[src/rtl/env_adsr.sv]
// env_adsr
// ADSR envelope generator that drives the signed volume input of a downstream
// oscillator. One envelope step is taken per rising edge of the audio sample
// clock, so every rate is expressed in level units per sample.
//
// Ports:
//   clk            audio sample clock; all state advances on its rising edge
//   rst            asynchronous, active-high reset
//   gate           note held (1) / released (0), level-sensitive
//   peak           attack target level (unsigned)
//   attack_rate    per-sample increment in ATTACK, 0 = jump straight to peak
//   decay_rate     per-sample decrement in DECAY, 0 = jump straight to sustain
//   sustain_level  hold level; the effective sustain is min(sustain_level, peak)
//   release_rate   per-sample decrement in RELEASE, 0 = jump straight to zero
//   volume         {1'b0, level}, registered, always non-negative
//   state          IDLE=0, ATTACK=1, DECAY=2, SUSTAIN=3, RELEASE=4
//   active         high whenever state is not IDLE (registered)

module env_adsr #(
  parameter int PEAK_W = 16
) (
  input  logic                     clk,
  input  logic                     rst,
  input  logic                     gate,
  input  logic [PEAK_W-1:0]        peak,
  input  logic [PEAK_W-1:0]        attack_rate,
  input  logic [PEAK_W-1:0]        decay_rate,
  input  logic [PEAK_W-1:0]        sustain_level,
  input  logic [PEAK_W-1:0]        release_rate,
  output logic signed [PEAK_W:0]   volume,
  output logic [2:0]               state,
  output logic                     active
);

  typedef enum logic [2:0] {
    IDLE    = 3'd0,
    ATTACK  = 3'd1,
    DECAY   = 3'd2,
    SUSTAIN = 3'd3,
    RELEASE = 3'd4
  } state_t;

  state_t              state_q;
  state_t              next_state;
  logic [PEAK_W-1:0]   level;
  logic [PEAK_W-1:0]   next_level;
  logic                gate_q;
  logic                rise;
  logic [PEAK_W-1:0]   eff_sustain;
  logic [PEAK_W:0]     attack_sum;
  logic [PEAK_W:0]     decay_limit;

  // Only the rising edge of gate needs detecting; a low gate is acted on
  // directly as a level.
  assign rise = gate & ~gate_q;

  // Sustain can never sit above the peak the attack climbed to.
  assign eff_sustain = (sustain_level < peak) ? sustain_level : peak;

  // One extra bit on both the attack sum and the decay threshold so neither
  // can wrap; the compares below then saturate the level cleanly.
  assign attack_sum  = {1'b0, level} + {1'b0, attack_rate};
  assign decay_limit = {1'b0, eff_sustain} + {1'b0, decay_rate};

  // State and level register. The level and the phase change are written on
  // the same edge, so the volume never shows an unclamped intermediate value.
  always_ff @(posedge clk or posedge rst) begin
    if (rst) begin
      state_q <= IDLE;
      level   <= '0;
      gate_q  <= 1'b0;
      active  <= 1'b0;
    end else begin
      state_q <= next_state;
      level   <= next_level;
      gate_q  <= gate;
      active  <= (next_state != IDLE);
    end
  end

  // Next-state and next-level logic. A retrigger keeps the current level so
  // a note restarted mid-release climbs from where it is instead of clicking
  // down to zero first.
  always_comb begin
    next_state = state_q;
    next_level = level;
    if (rise) begin
      next_state = ATTACK;
    end else if (!gate && (state_q == ATTACK || state_q == DECAY ||
                           state_q == SUSTAIN)) begin
      next_state = RELEASE;
    end else begin
      case (state_q)
        IDLE: begin
          next_level = '0;
        end
        ATTACK: begin
          if (attack_rate == '0 || attack_sum >= {1'b0, peak}) begin
            next_level = peak;
            next_state = DECAY;
          end else begin
            next_level = attack_sum[PEAK_W-1:0];
          end
        end
        DECAY: begin
          if (decay_rate == '0 || {1'b0, level} <= decay_limit) begin
            next_level = eff_sustain;
            next_state = SUSTAIN;
          end else begin
            next_level = level - decay_rate;
          end
        end
        SUSTAIN: begin
          next_level = eff_sustain;
        end
        RELEASE: begin
          if (release_rate == '0 || level <= release_rate) begin
            next_level = '0;
            next_state = IDLE;
          end else begin
            next_level = level - release_rate;
          end
        end
        default: begin
          next_level = '0;
          next_state = IDLE;
        end
      endcase
    end
  end

  assign volume = {1'b0, level};
  assign state  = state_q;

endmodule

[config.mk]
export PLATFORM = sky130hd
export DESIGN_NAME = env_adsr
export DESIGN_NICKNAME = d
export VERILOG_FILES = /design/src/rtl/env_adsr.sv
export SDC_FILE = /design/constraint.sdc
export NUM_CORES = 1
export LEC_CHECK = 0
export CORE_ASPECT_RATIO = 1.25
export CORE_MARGIN = 3
export CORE_UTILIZATION = 50
export CTS_BUF_LIST = sky130_fd_sc_hd__clkbuf_4 sky130_fd_sc_hd__clkbuf_8
export DETAILED_ROUTE_END_ITERATION = 10
export PLACE_DENSITY = 0.77
export SYNTH_ARGS = -nofsm -noshare
export SYNTH_HDL_FRONTEND = slang
export SYNTH_SLANG_ARGS = --single-unit
[constraint.sdc]
create_clock -name clk -period 8.11 [get_ports clk]
set_input_delay 0.811 -clock clk [delete_from_list [all_inputs] [get_ports clk]]
set_output_delay 0.811 -clock clk [all_outputs]
set_load 0.01 [all_outputs]
==> results_dict.tcl, run 1 <==
set metrics [dict create \
    run_status "finished, final reports clean" \
    synth_ff_type "dfrtp_1" \
    cts_tree "yes" \
    overflow 0 \
    rr_worst_depth 16 \
    cts.sinks 21 \
    synth_cells 716 \
    die_w_um 100 \
    hpwl_um 16300 \
    yosysTopAreaCell "ha_1" \
    synth_area_leaders "ha_1 (25%), dfrtp_1 (9.5%), a21oi_1 (5.4%), inv_1 (4.7%), o21ai_0 (4.6%)" \
    synth_area_per_cell_um2 7.71 \
    ys_warn_count 0 \
    via_count 5964 \
    maxSlewViolCount 0 \
    maxCapViolCount 0 \
    final_nets 1012 \
    synth-edff-count 0 \
    wire_per_inst_um 20.3 \
    place_congestion 0.968 \
    root_buffer "clkbuf_8" \
    min_period_over_period_pct 89.5 \
    cp_slowest_stage_delay_ns 0.47 \
    p_per_area_nw_per_um2 227 \
    cp-start-kind "primary input" \
    die_area_um2 12400 \
    drt_wl_total_um 19200 \
    syn_nets 914 \
    crit_type "in -> reg" \
    antenna_found_initial 0 \
    min_period_ns 7.26 \
    highest_layer "met4" \
    route.met3.wl_um 944 \
    io_pins 104 \
    cts_buffer_depth 2 \
    grt_max_degree 22 \
    firstDrtPassIters 5 \
    startpoint "peak[9]" \
    ys_types 70 \
    vdd_ir_drop_max_mv 0.190 \
    crit_path_max_fanout 14 \
    setup_viol 0 \
    drt_iter0_markers 358 \
    leakage_nw 3.14 \
    initial_core_util_pct 51.8 \
    clk_latency_ns 0.26 \
    cts-resized-gates 0 \
    synth_top_area_share_pct 25.1 \
    post_cts_buffers 0 \
    crit_required_ns 8.30 \
    die_y_um 124 \
    finalHoldViolCount 0 \
    rr_startpoint "level[11]" \
    syn_area_um2 5520 \
    grt_first_pass_wirelength_um 29500 \
    rsz0062_at_grt "no" \
    cts_buffers 3 \
    holdBufCountCts 0 \
    ant_nets 0 \
    endpoint "level[1]" \
    cts_max_level 1 \
    slew_headroom_pct 43.9 \
    first_global_vias 5633 \
    cts.reportedPaths.clkPinSlew_ns 0.08 \
    tns_ns 0 \
    core_area_um2 10700 \
    hold_class "reg -> reg" \
    tightestPinTransition_ns 0.841 \
    met2WireLength_um 9210 \
    r2r_setup_slack_ns 2.71 \
    grt_util_all_layers_pct 30.5 \
    wl_met1_um 8490 \
    area_delta_synth_final_pct 21.6 \
    holdWs_ns 0.614 \
    layout_common_cells "ha_1 (111), clkdlybuf4s50_1 (102), inv_1 (69)" \
    r2r_end "level[10]" \
    cp.arrival_ns 7.45 \
    slowest_stage "clkdlybuf4s50_1" \
    antenna_cells 0 \
    finClkSkew_ns 0.00344 \
    layout_commonest_cell "ha_1" \
    rows 42 \
    drc_errors 0 \
    synth-seq-cells 21 \
    vias_per_cell 6.31 \
    drive_gt1_share_pct 3.94 \
    fmax_ghz 0.138 \
    end_kind "flop" \
    port_buffers 102 \
    synth-async-reset-ratio_pct 100 \
    yosysSeqAreaShare_pct 9.52 \
]
## final cells by class
cell class,count,area [um^2]
tap,132,165
timing repair buffer,108,1070
multi-input combinational,611,4650
clock buffer,4,48.8
sequential,21,526
fill,983,3950
inverter,69,259
## metrics by stage
| step | setup WS [ns] | total power [mW] | cells | cell area (um^2) | utilization [%] |
|---|---|---|---|---|---|
| 3_3_place_gp | 0.777 | 1.40 | 941 | 6670 | 62.5 |
| 2_1_floorplan | 1.84 | 1.07 | 716 | 5520 | - |
| 4_1_cts | 0.879 | 1.51 | 945 | 6720 | 63.0 |
| 3_5_place_dp | 0.608 | 1.43 | 941 | 6670 | 62.5 |
| 5_1_grt | 0.350 | 1.66 | 945 | 6720 | 63.0 |
| 6_report | 0.850 | 1.53 | 945 | 6720 | 63.0 |
## synthesized netlist by cell type, drive strengths merged, types with 3 or more instances
| library cell | n |
|---|---|
| ha | 111 |
| inv | 69 |
| a21oi | 61 |
| o21ai | 51 |
| nand2 | 40 |
| nor2 | 31 |
| nand3 | 29 |
| xnor2 | 29 |
| xor2 | 23 |
| dfrtp | 21 |
| a21o | 17 |
| nor4 | 16 |
| nor3 | 14 |
| clkbuf | 11 |
| nand4 | 11 |
| o31ai | 11 |
| a211oi | 10 |
| a31oi | 10 |
| o21bai | 10 |
| and3 | 9 |
| mux2 | 9 |
| nor2b | 9 |
| o21a | 9 |
| nand2b | 8 |
| and2 | 7 |
| a22oi | 6 |
| o211ai | 6 |
| a221oi | 5 |
| a32oi | 5 |
| or3 | 5 |
| a222oi | 4 |
| a22o | 4 |
| buf | 4 |
| fa | 4 |
| o31a | 4 |
| or2 | 4 |
| or4 | 4 |
| and4 | 3 |
| mux2i | 3 |
| o2111ai | 3 |
## worst min-delay path by stage
stage / depth (start not counted) / start / slack [ns] / endpoint
detailed placement: 2 / level[0] / 0.60 / level[0]
global placement: 2 / level[0] / 0.59 / level[0]
floorplan: 2 / level[0] / 0.56 / level[0]
CTS: 2 / level[0] / 0.62 / level[0]
finish: 2 / level[0] / 0.61 / level[0]
global route: 2 / level[0] / 0.66 / level[0]
## flip-flops by register name (all words and copies together), names as in the netlist
register and cells:
active 1, gate_q 1, level 16, state 3
## worst max-delay path, delay by kind of cell
kind / cells / cell delay, ns
simple gates: 5 / 0.81
buf+inv: 5 / 0.95
compound gates: 14 / 3.29
fa+ha+maj: 4 / 0.98
xor+xnor: 1 / 0.18
mux: 1 / 0.44
## kinds of logic after synthesis
kind of cell,after synthesis,share of synthesized area [%]
AOI/OAI and AO/OA,239,29.0
xor gates and xnor gates,52,8.25
adders and majority gates,115,26.6
buffers and inverters,84,6.23
DFF,21,9.52
muxes,12,2.38
other,1,0.0679
and+or+nand+nor,192,17.9
## routing by layer
layer / track usage, % / up-vias
met5: 0 / -
met4: 7.16 / 0
met3: 2.60 / 39
met2: 52.9 / 247
met1: 41.1 / 2771
li1: - / 2907
## power by group
| group | switching [mW] | internal (mW) |
|---|---|---|
| combinational | 0.692 | 0.553 |
| clock | 0.0360 | 0.0384 |
| sequential | 0.0744 | 0.133 |
No activity file was read; power rests on OpenSTA's default activity.
==> run 2: changes to the inputs <==
--- a/config.mk
+++ b/config.mk
@@ -9,8 +9,9 @@
 export CORE_MARGIN = 3
 export CORE_UTILIZATION = 50
 export CTS_BUF_LIST = sky130_fd_sc_hd__clkbuf_4 sky130_fd_sc_hd__clkbuf_8
+export CTS_CLUSTER_SIZE = 20
 export DETAILED_ROUTE_END_ITERATION = 10
-export PLACE_DENSITY = 0.77
+export PLACE_DENSITY = 0.8
 export SYNTH_ARGS = -nofsm -noshare
 export SYNTH_HDL_FRONTEND = slang
 export SYNTH_SLANG_ARGS = --single-unit
==> constraint.sdc (replaced) <==
create_clock -name clk -period 6.33 [get_ports clk]
set_input_delay 0.633 -clock clk [delete_from_list [all_inputs] [get_ports clk]]
set_output_delay 0.633 -clock clk [all_outputs]
set_load 0.01 [all_outputs]
==> run 2 against run 1 <==
  * Register-to-register slack worse by 1.9 ns
  * Global-route usage is 3.3 points higher
  * Sequential cell count stayed put
  * Routed wire length is 13% higher
  * Setup slack worse by 0.70 ns
  * Clock skew hardly changed
  * Largest power group unchanged
  * Clock-buffer cell count stayed put
  * Critical path depth is 6 lower
  * Utilization is 7.8 points higher
==> results_dict.tcl, run 2 (synthesis gave the netlist of run 1 again) <==
set metrics [dict create \
    finalHoldViolCount 0 \
    cts.sinks 21 \
    via_count 6551 \
    root_buffer "clkbuf_8" \
    grt_max_degree 22 \
    cts_max_level 1 \
    setup_viol 0 \
    vias_per_cell 6.42 \
    maxSlewViolCount 0 \
    drt_iter0_markers 547 \
    die_area_um2 12400 \
    slew_headroom_pct 30.9 \
    holdBufCountCts 0 \
    min_period_ns 6.18 \
    hp-start "level[0]" \
    wire_per_inst_um 21.2 \
    end_kind "flop" \
    run_status "finished, final reports clean" \
    ant_nets 0 \
    cp.arrival_ns 6.32 \
    maxCapViolCount 0 \
    initial_core_util_pct 51.8 \
    place_congestion 0.979 \
    cts.reportedPaths.clkPinSlew_ns 0.08 \
    port_buffers 102 \
    total_power_mw 2.13 \
    core_area_um2 10700 \
    area_delta_synth_final_pct 36.8 \
    nFillCells 909 \
    first_global_vias 6225 \
    leakage_nw 3.70 \
    layout_common_cells "ha_1 (99), clkdlybuf4s50_1 (81), buf_4 (80)" \
    clk_latency_ns 0.27 \
    cts_tree "yes" \
    rr_startpoint "level[1]" \
    tns_ns 0 \
    antenna_cells 0 \
    largest_reg_flops 16 \
    hpwl_um 18000 \
    min_period_over_period_pct 97.6 \
    overflow 0 \
    p_per_area_nw_per_um2 283 \
    crit_required_ns 6.47 \
    final_nets 1088 \
    drive_gt1_share_pct 16.6 \
    rows 42 \
    startpoint "peak[14]" \
    antenna_found_initial 0 \
    vdd_ir_drop_max_mv 0.404 \
    hold_class "reg -> reg" \
    cts_buffers 3 \
    finClkSkew_ns 0.00302 \
    grt_util_all_layers_pct 33.8 \
    final_core_util_pct 70.8 \
    cts_buffer_depth 2 \
    crit_path_max_fanout 7 \
    tightestPinTransition_ns 1.03 \
    crit_type "in -> reg" \
    drc_errors 0 \
    firstDrtPassIters 7 \
    layout_commonest_cell "ha_1" \
    die_w_um 100 \
    die_y_um 124 \
    fmax_ghz 0.162 \
    top_register "level" \
    drt_wl_total_um 21700 \
    grt_first_pass_wirelength_um 32700 \
    cp-start-kind "primary input" \
    io_pins 104 \
]
==> run 2: final cells by class <==
cell class	instances	area, um^2	area share [%]
clock buffer	4	48.8	0.646
inverter	69	259	3.43
multi-input combinational	611	4860	64.4
sequential	21	526	6.96
tap	132	165	2.19
timing repair buffer	184	1690	22.4
==> run 2: metal layers <==
layer | share of wire, % | global-route usage, %
met5 | 0 | 0
met4 | 4.5 | 11.0
met3 | 7.2 | 3.10
met2 | 49 | 59.5
met1 | 39 | 43.3
==> run 2: power breakdown <==
part / leakage [nW] / internal (mW) / switching (mW)
combinational: 3.40 / 0.808 / 0.983
sequential: 0.279 / 0.171 / 0.0768
clock: 0.0262 / 0.0493 / 0.0472
total: 3.70 / 1.03 / 1.11
==> run 2: repair_timing <==
action / CTS / global route
endpoints found under the setup margin: 7 / 17
gates resized for setup: 2 / 72
pin swaps: 4 / 34
buffers inserted: 1 / 11
==> run 2: final timing paths <==
| kind | to | slack, ns | depth (start not counted) |
|---|---|---|---|
| max in group asynchronous | level[1] | 4.95 | 2 |
| min in group asynchronous | level[14] | 0.84 | 2 |
| worst min register to register | level[0] | 0.63 | 2 |
| worst min-delay path | level[0] | 0.63 | 2 |
| worst max-delay path | active | 0.15 | 24 |
| worst max register to register | level[3] | 0.82 | 16 |
==> run 2: stage by stage <==
step / hold WS (ns) / area [um^2] / instances / setup WS (ns)
6_report: 0.626 / 7550 / 1021 / 0.154
5_1_grt: 0.676 / 7550 / 1021 / -0.0522
4_1_cts: 0.624 / 7220 / 1010 / 0.00915
3_5_place_dp: 0.598 / 7150 / 1005 / -0.336
3_3_place_gp: 0.613 / 7150 / 1005 / -0.183
2_1_floorplan: 0.564 / 5520 / 716 / 0.239
==> run 2: critical path: stages <==
cell and delay, ns:
clkdlybuf4s50_1 0.49, inv_2 0.06, ha_4 0.27, nand4_1 0.11, a211oi_2 0.23, o41ai_2 0.11
and2_4 0.16, buf_4 0.16, o21ai_0 0.46, ha_1 0.39, a21o_1 0.24, a22o_1 0.27
a211oi_2 0.29, o31ai_2 0.11, a21oi_1 0.16, xnor2_1 0.19, ha_1 0.31, and3_4 0.20
nor4b_1 0.13, a2bb2oi_1 0.20, nand2_1 0.07, o31a_1 0.36, o31a_1 0.32, or4_1 0.40
==> run 3: changes to the inputs <==
--- a/config.mk
+++ b/config.mk
@@ -11,6 +11,8 @@
 export CTS_BUF_LIST = sky130_fd_sc_hd__clkbuf_4 sky130_fd_sc_hd__clkbuf_8
 export CTS_CLUSTER_SIZE = 20
 export DETAILED_ROUTE_END_ITERATION = 10
+export GPL_ROUTABILITY_DRIVEN = 0
+export GPL_TIMING_DRIVEN = 0
 export PLACE_DENSITY = 0.8
 export SYNTH_ARGS = -nofsm -noshare
 export SYNTH_HDL_FRONTEND = slang
==> run 3 against run 2 <==
  * Clock power rose by 4%
  * Fmax decreased by 0.51%
  * Routed wire length is 9.6% lower
  * Sequential power rose by 4%
  * Cell area shrank 3.6%
  * Worst hold slack gained 0.0098 ns
  * Sequential cell count did not move
  * Global-route usage shrank 3.7 points
  * Largest cell class unchanged
==> results_dict.tcl, run 3 (synthesis gave the netlist of run 1 again) <==
set metrics [dict create \
    worstHoldEndpoint "level[0]" \
    slowest_stage "or4_1" \
    setup_viol 0 \
    drt_wl_total_um 19600 \
    grt_util_all_layers_pct 30.0 \
    holdPathStages 2 \
    vdd_ir_drop_max_mv 0.289 \
    stdcell_count 983 \
    crit_type "in -> reg" \
    grt_use_met2_pct 51.8 \
    hpwl_um 15800 \
    cp.arrival_ns 6.35 \
    hp-start "level[0]" \
    root_buffer "clkbuf_8" \
    min_period_over_period_pct 98.1 \
    cts_tree "yes" \
    crit_path_max_fanout 7 \
    antenna_found_initial 0 \
    fin_ws_ns 0.122 \
    maxCapViolCount 0 \
    wire_per_inst_um 19.9 \
    initial_core_util_pct 51.8 \
    min_period_ns 6.21 \
    cts.reportedPaths.clkPinSlew_ns 0.09 \
    end_kind "flop" \
    via_count 6389 \
    overflow 0 \
    critPathMostFrequentCell "buf_4" \
    crit_required_ns 6.47 \
    r2r_setup_slack_ns 1.18 \
    multi_input_area_um2 4970 \
    area_delta_synth_final_pct 31.9 \
    tns_ns 0 \
    slew_headroom_pct 11.4 \
    cts.sinks 21 \
    cp-start-kind "primary input" \
    hold_class "reg -> reg" \
    grt_most_used_layer "met2" \
    tightestPinTransition_ns 1.32 \
    layout_commonest_cell "ha_1" \
    die_w_um 100 \
    die_area_um2 12400 \
    regArea_um2 526 \
    rr_startpoint "level[0]" \
    rr_worst_depth 19 \
    die_y_um 124 \
    io_pins 104 \
    clk_latency_ns 0.28 \
    firstDrtPassIters 5 \
    run_status "finished, final reports clean" \
    cts_max_level 1 \
    nFillCells 869 \
    maxSlewViolCount 0 \
    place_inst 950 \
    use_met3_pct 4.06 \
    r2r_end "level[12]" \
    holdWs_ns 0.636 \
    core_area_um2 10700 \
    p_per_area_nw_per_um2 291 \
    port_buffers 102 \
    holdBufCountCts 0 \
    layout_common_cells "ha_1 (97), clkdlybuf4s50_1 (70), a21oi_1 (58)" \
    drive_gt1_share_pct 15.2 \
    finClkSkew_ns 0.0108 \
    cp_slowest_stage_delay_ns 0.47 \
    top_register "level" \
    drt_iter0_markers 559 \
    first_global_vias 6076 \
    grt_first_pass_wirelength_um 29500 \
    pre_cts_slack_ns -1.58 \
    antenna_cells 0 \
    fmax_ghz 0.161 \
    final_nets 1050 \
    met1_usage_pct 36.6 \
    rows 42 \
    largest_reg_flops 16 \
    leakage_nw 3.45 \
    drc_errors 0 \
    cts_buffers 3 \
    grt_max_degree 22 \
    finalHoldViolCount 0 \
    cts_buffer_depth 2 \
    vias_per_cell 6.50 \
    ant_nets 0 \
]
==> run 3: area by class of cell <==
cell class	instances	share of cell area (%)
Timing Repair Buffer	132	16.8
Buffer	14	1.29
Inverter	69	3.56
Tap cell	132	2.27
Sequential cell	21	7.21
Multi-Input combinational cell	611	68.2
Clock buffer	4	0.670
==> run 3: worst max path at each step <==
stage | slack, ns | start | endpoint | depth (start not counted)
after CTS | 0.005 | peak[15] | active | 27
after floorplan | 0.24 | peak[2] | active | 27
final | 0.12 | peak[11] | active | 29
after global placement | -1.50 | peak[2] | level[6] | 29
after detailed placement | -1.58 | peak[2] | level[6] | 29
after global routing | -0.07 | sustain_level[10] | level[10] | 30
==> run 3: worst max-delay path, delay by kind of cell <==
kind	cells	cell delay [ns]
buffers and inverters	7	0.86
AND/OR/NAND/NOR	6	1.17
multiplexers	1	0.34
adder cells (fa/ha/maj)	4	0.99
AO/OA/AOI/OAI	10	2.25
XOR/XNOR	1	0.12
==> run 3: power breakdown <==
part | leakage [nW] | internal [mW] | switching, mW
sequential | 0.279 | 0.171 | 0.0879
combinational | 3.15 | 0.809 | 0.948
clock | 0.0262 | 0.0494 | 0.0511
==> run 3: metrics by stage <==
| stage | utilization [%] | power, mW | area, um^2 |
|---|---|---|---|
| 3_5_place_dp | 62.9 | 1.85 | 6710 |
| 2_1_floorplan | - | 1.37 | 5520 |
| 6_report | 68.3 | 2.12 | 7280 |
| 4_1_cts | 66.1 | 2.01 | 7050 |
| 5_1_grt | 68.3 | 2.27 | 7280 |
| 3_3_place_gp | 62.9 | 1.80 | 6710 |
==> run 3: per-layer routing <==
metal | routed length, um | share of wire [%]
met1 | 7690 | 39
met2 | 9190 | 47
met3 | 1470 | 7.5
met4 | 1250 | 6.4
met5 | 0 | 0
==> run 3: repair_timing <==
action,in CTS,in global routing
setup buffers,18,13
pin swaps,20,33
gates resized for setup,75,64
endpoints found under the setup margin,18,18
